===== src/rtl/pipelined_csel_subtractor_16bit.sv =====
// Pipelined carry-select subtractor: diff = a + ~b + 1,
// one SLICE-bit slice resolved per stage, valid/ready streaming.
module pipelined_csel_subtractor_16bit #(
  parameter int WIDTH = 16,
  parameter int SLICE = 4
) (
  input  logic             clk,
  input  logic             rst_n,
  input  logic             in_valid,
  output logic             in_ready,
  input  logic [WIDTH-1:0] a,
  input  logic [WIDTH-1:0] b,
  output logic             out_valid,
  input  logic             out_ready,
  output logic [WIDTH-1:0] diff,
  output logic             borrow_out,
  output logic             overflow,
  output logic             zero
);

  localparam int NSTG = WIDTH / SLICE;
  localparam int LST  = NSTG - 1;
  localparam int MSB  = WIDTH - 1;

  typedef struct packed {
    logic [WIDTH-1:0] pd;
    logic [WIDTH-1:0] ra;
    logic [WIDTH-1:0] rnb;
    logic             cy;
  } stg_t;

  stg_t            st [NSTG];
  stg_t            nx [NSTG];
  logic [NSTG-1:0] vld;
  logic [NSTG-1:0] adv;

  function automatic logic [SLICE:0] add_sl(
    input logic [SLICE-1:0] x,
    input logic [SLICE-1:0] y,
    input logic             c
  );
    add_sl = {1'b0, x} + {1'b0, y}
           + {{SLICE{1'b0}}, c};
  endfunction

  // A stage advances unless it and everything below it is full
  // and the output is blocked.
  always_comb begin : flow
    logic full;
    full = 1'b1;
    adv  = '0;
    for (int k = LST; k >= 0; k--) begin
      full   = full & vld[k];
      adv[k] = out_ready | ~full;
    end
  end

  assign in_ready = rst_n & adv[0];

  always_comb begin : slices
    logic [SLICE:0] r0;
    logic [SLICE:0] r1;
    r0 = add_sl(a[SLICE-1:0], ~b[SLICE-1:0], 1'b1);
    r1 = r0;
    nx[0]                  = '0;
    nx[0].ra               = a;
    nx[0].rnb              = ~b;
    nx[0].pd[SLICE-1:0]    = r0[SLICE-1:0];
    nx[0].cy               = r0[SLICE];
    for (int k = 1; k < NSTG; k++) begin
      r0 = add_sl(st[k-1].ra[k*SLICE +: SLICE],
                  st[k-1].rnb[k*SLICE +: SLICE], 1'b0);
      r1 = add_sl(st[k-1].ra[k*SLICE +: SLICE],
                  st[k-1].rnb[k*SLICE +: SLICE], 1'b1);
      nx[k] = st[k-1];
      if (st[k-1].cy) begin
        nx[k].pd[k*SLICE +: SLICE] = r1[SLICE-1:0];
        nx[k].cy                   = r1[SLICE];
      end else begin
        nx[k].pd[k*SLICE +: SLICE] = r0[SLICE-1:0];
        nx[k].cy                   = r0[SLICE];
      end
    end
  end

  always_ff @(posedge clk or negedge rst_n) begin
    if (!rst_n) begin
      vld <= '0;
      for (int k = 0; k < NSTG; k++) st[k] <= '0;
    end else begin
      if (adv[0]) begin
        vld[0] <= in_valid;
        if (in_valid) st[0] <= nx[0];
      end
      for (int k = 1; k < NSTG; k++) begin
        if (adv[k]) begin
          vld[k] <= vld[k-1];
          if (vld[k-1]) st[k] <= nx[k];
        end
      end
    end
  end

  assign out_valid  = vld[LST];
  assign diff       = st[LST].pd;
  assign borrow_out = vld[LST] & ~st[LST].cy;
  assign overflow   = vld[LST]
                    & (st[LST].ra[MSB] ^ ~st[LST].rnb[MSB])
                    & (st[LST].pd[MSB] ^ st[LST].ra[MSB]);
  assign zero       = vld[LST] & ~|st[LST].pd;

endmodule


===== config.mk =====
export PLATFORM = sky130hd
export DESIGN_NAME = pipelined_csel_subtractor_16bit
export DESIGN_NICKNAME = d
export VERILOG_FILES = /design/src/rtl/pipelined_csel_subtractor_16bit.sv
export SDC_FILE = /design/constraint.sdc
export NUM_CORES = 1
export LEC_CHECK = 0
export CAP_MARGIN = 40
export CORE_MARGIN = 2
export CORE_UTILIZATION = 38
export DETAILED_ROUTE_END_ITERATION = 8
export GPL_TIMING_DRIVEN = 0
export PLACE_DENSITY_LB_ADDON = 0.25
export REMOVE_ABC_BUFFERS = 1
export SYNTH_ARGS = -nofsm -noshare
export SYNTH_HDL_FRONTEND = slang
export SYNTH_SLANG_ARGS = --single-unit

===== constraint.sdc =====
create_clock -name clk -period 4.33 [get_ports clk]
set_input_delay 0.433 -clock clk [delete_from_list [all_inputs] [get_ports clk]]
set_output_delay 0.433 -clock clk [all_outputs]
set_load 0.02 [all_outputs]

### Word level (Yosys, flattened, before mapping)

Cells that the tools add are included.

* bits in registers: 176
* input port bits: 36
* output and inout port bits: 21
* logic and storage cells: 62

* add/sub/neg operators: 8
* mux-type cells: 6
* bitwise gates (word level): 22
* reduce and logical (&&, ||, !) cells: 6

Operator list (count)
* adder 4 x 4 -> 5 bit: 4
* adder 5 x 1 -> 5 bit, second input constant: 4
* inverter 16 bit: 1
* OR reduction 16 bit: 1
* 2-to-1 mux 4 bit: 3
* AND 1 bit: 8
* AND reduction 2 bit: 4
* inverter 1 bit: 6
* inverter 4 bit: 1
* bitwise OR 1 bit: 4
* 2-to-1 mux 1 bit: 3
* XOR 1 bit: 2
* zero test 1 bit: 1

### Logic depth before layout (Yosys ltp)

* depth after elaboration: 6
* depth in mapped cells: 6

### Least setup slack after synthesis

OpenSTA, ideal clock, no wires.

* path kind: reg2out
* start point: register vld[3]
* end point: output port zero
* arrival time: 1505 ps
* data required time: 3897 ps
* path slack: 2392 ps
* stages on the path, launching flop included: 4
* path buffers: 0
* cell sequence: dfrtp_1 -> nor4b_1 -> nand4_1 -> nor4_1

* word-level cells in the longest chain between the ends: 1

Ends and longest elaborated chain
* start, declared: line 34 `logic [NSTG-1:0] vld;`
* start signal, assigned by index: line 97 `vld[k] <= vld[k-1];`
* AND 1 bit: line 110 `assign zero = vld[LST] & ~|st[LST].pd;`
* end, declared: line 18 `output logic zero`

Every way passes these cells.

### Final worst setup path

* start point: register st (netlist bit diff[15])
* end point: output port zero

* word-level cells in the longest chain between the ends: 3

Ends and longest elaborated chain
* start, declared: line 32 `stg_t st [NSTG];`
* start signal, assigned by index: line 98 `if (vld[k-1]) st[k] <= nx[k];`
* OR reduction 16 bit: line 110
* zero test 1 bit: line 110
* AND 1 bit: line 110

Every way passes these cells.

==> results.toml <==
[layout]
nets = 478
diodes = 0
finalCoreUtilization_pct = 46.8
commonest_non_fill_non_tap_cell_in_the_layout = "dfrtp_1"
syn_to_final_growth_pct = 21.2
stdcell_count = 571
mostFrequentLayoutCells = "98 x dfrtp_1, 62 x mux2_2, 55 x clkdlybuf4s50_1"
post_route_cells_drive_above_1_share_pct = 21.0

[cts]
clock_tree.buffer_depth = 2
cts.sink_count = 98
clockRootBuffer = "clkbuf_16"
cts_hold_buffers = 0
cts_setup_buffers = 0
postCtsResizedCells = 0
clk-insertion-delay-late_ns = 0.34
cts_tree = "yes"
cts_made_buffers = 9
h-tree-depth = 3
cts.reportedPaths.clkPinSlew_ns = 0.07

[logic_synthesis]
compound_gate_portion_of_the_synthesized_area_pct = 8.03
post_synth_simple_gate_area_pct = 9.58
synth_sequential_area_ratio_pct = 53.4
post_synth.cell_area_avg_um2 = 12.2
ys_seq_elements = 98
postSynthCellCount = 376
async_reset_ff_share_pct = 100
synth_top_family_by_area = "multiplexers"
yosys.area.top_type = "dfrtp_1"
yosysUniqueCellTypes = 40
synthXorXnorAreaFrac_pct = 1.50
post_synth_instance_area_um2 = 4600
synth_top_cell_area_share_pct = 53.4
synthAdderAreaFrac_pct = 6.92
synth_top_cells_by_area = "dfrtp_1 53%, mux2_2 15%, ha_1 5.2%"
proportion_of_synthesized_area_in_mux_cells_pct = 15.8
synth-edff-count = 0
primary_flip_flop_cell_chosen_by_synthesis_mapping = "dfrtp_1"
synth-warning-count = 0

[timing]
final_setup_violation_count = 0
peak_freq_ghz = 0.359
timing.setup.tns_ns = 0
pins_over_their_slew_limit = 0
max-slew-margin-rel_pct = 59.6
worst_slew_pin_slew_ns = 0.604
final.min_clock_period_ns = 2.78
rsz0062_at_grt = "no"
clock-skew-final_ns = 0.00823
timing.final.hold_violations = 0
post_route_clock_period_utilization_pct = 64.2
postLayoutSetupSlackWorst_ns = 1.55

[placed_design]
placement.io_buffers = 56
place.gp.congestion = 0.804
place_inst = 555
place_hpwl_mm = 6.02
post-place-ws_ns = 1.73

[setup_path]
cp_data_required_time_ns = 3.90
path_class = "reg -> out"
worst_ep_arrival_time_ns = 2.35
timing.critical_path.fanout_max = 5
cp_slowest_stage_delay_ns = 0.67
highest_delay_cell_along_the_critical_path = "clkdlybuf4s50_1"
setup.reg_to_reg.worst_slack_ns = 2.27
critical_path.cell_chain = "nor4b_1 > nand4_1 > nor4_1 > clkdlybuf4s50_1"
rr_endpoint = "st[0]$_DFFE_PN0P_"
worstSetupStartpointType = "flop"
timing.rr.start = "nx[13]$_DFFE_PN0P_"
worstRegToRegCells = 6
critPathCaptureType = "output port"

[pwr]
cellPowerDensity_nw_per_um2 = 625
post-layout-total-power_mw = 3.48
power_leakage_nw = 2.46
ir_drop_mv = 0.293

[global_route]
grt_antenna_before_repair = 0
grt_use_total_pct = 13.9
vias_in_the_first_global_route = 2946
wire_length_of_the_first_global_routing_pass_mm = 14.2
overflow_left_after_global_routing = 0
grt_start_max_net_pins = 66

[job]
drv.max_cap_violation_count = 0

[detailed_routing]
drt_pre_antenna_iters = 4
num_vias = 2865
finalWirelength_mm = 8.19
ant_nets = 0
detailedRoute.firstIterationViolations = 146
vias_per_cell = 5.02
drc = 0
drt-wirelength-per-cell_um = 14.3

[die]
core.rowCount = 40
design.portCount = 57
dieWidth_um = 114
starting_density_of_the_core_pct = 38.6
die-area_um2 = 13000
die_height_um = 114
core_area_um2 = 11900

[worst_hold_path]
hp-class = "in -> async"

[outcome]
run_status = "finished clean"
## critical path: cells and delay by family (launching register included)
family | cells | cell delay [ns]
buffers and inverters | 1 | 0.67
and+or+nand+nor | 3 | 0.90
DFF | 1 | 0.42
## cells in the mapped netlist, types with 4 or more instances
master and count:
nand2_1 40, inv_1 10, and3_1 4, a21oi_1 8, nand2b_1 4, clkbuf_1 5, o31ai_1 5, mux2_2 62
buf_4 17, a21o_1 9, nor4_1 5, dfrtp_1 98, fa_1 4, buf_2 7, nand4_1 4, o21ai_0 30
nand3_1 8, ha_1 19
## cells by family after synthesis
logic type,Yosys count
adder cells (fa/ha/maj),23
multiplexers,65
flip-flops,98
XOR/XNOR,7
buffers and inverters,39
AO/OA/AOI/OAI,60
AND/OR/NAND/NOR,84
## sequential cells by signal (all words and copies together), names as in the netlist
signal	cells
st	6
diff	16
vld	4
nx	72
## worst max-delay path by stage
stage / startpoint / endpoint / slack (ns) / depth (start not counted)
2_1_floorplan: diff[15]$_DFFE_PN0P_ / zero / 2.38 / 3
3_3_place_gp: rst_n / in_ready / -1.22 / 3
3_5_place_dp: out_ready / in_ready / 1.73 / 5
4_1_cts: diff[15]$_DFFE_PN0P_ / zero / 1.58 / 4
5_1_grt: vld[3]$_DFFE_PN0N_ / zero / 1.44 / 4
6_report: diff[15]$_DFFE_PN0P_ / zero / 1.55 / 4
## area by class of cell
class / count / area [um^2]
multi-input cells: 239 / 1920
flip-flops and latches: 98 / 2450
repair buffers: 61 / 671
inverters: 10 / 37.5
well taps: 147 / 184
clock buffers: 11 / 243
fillers: 1114 / 6340
clock inverters: 5 / 60.1
## metrics by stage
| step | hold WS [ns] | cell area [um^2] |
|---|---|---|
| 2_1_floorplan | 0.137 | 4410 |
| 3_3_place_gp | 0.464 | 5160 |
| 3_5_place_dp | 0.423 | 5270 |
| 4_1_cts | 0.0493 | 5570 |
| 5_1_grt | 0.0592 | 5570 |
| 6_report | 0.0401 | 5570 |
## layer usage
metal / share of wire [%] / vias to the layer above / GRT usage [%] / wire length (um)
met1: 46 / 1401 / 17.4 / 3770
li1: - / 1401 / - / -
met2: 48 / 55 / 23.3 / 3950
met4: 1.0 / 0 / 3.58 / 83
met3: 4.6 / 8 / 4.57 / 374
met5: 0 / - / 0 / 0
## power breakdown
part	total, mW	internal, mW	switching (mW)
Sequential	1.43	1.22	0.214
Clock	0.802	0.467	0.335
Combinational	1.25	0.652	0.598
Total	3.48	2.34	1.15
No activity file was read; power rests on OpenSTA's default activity.
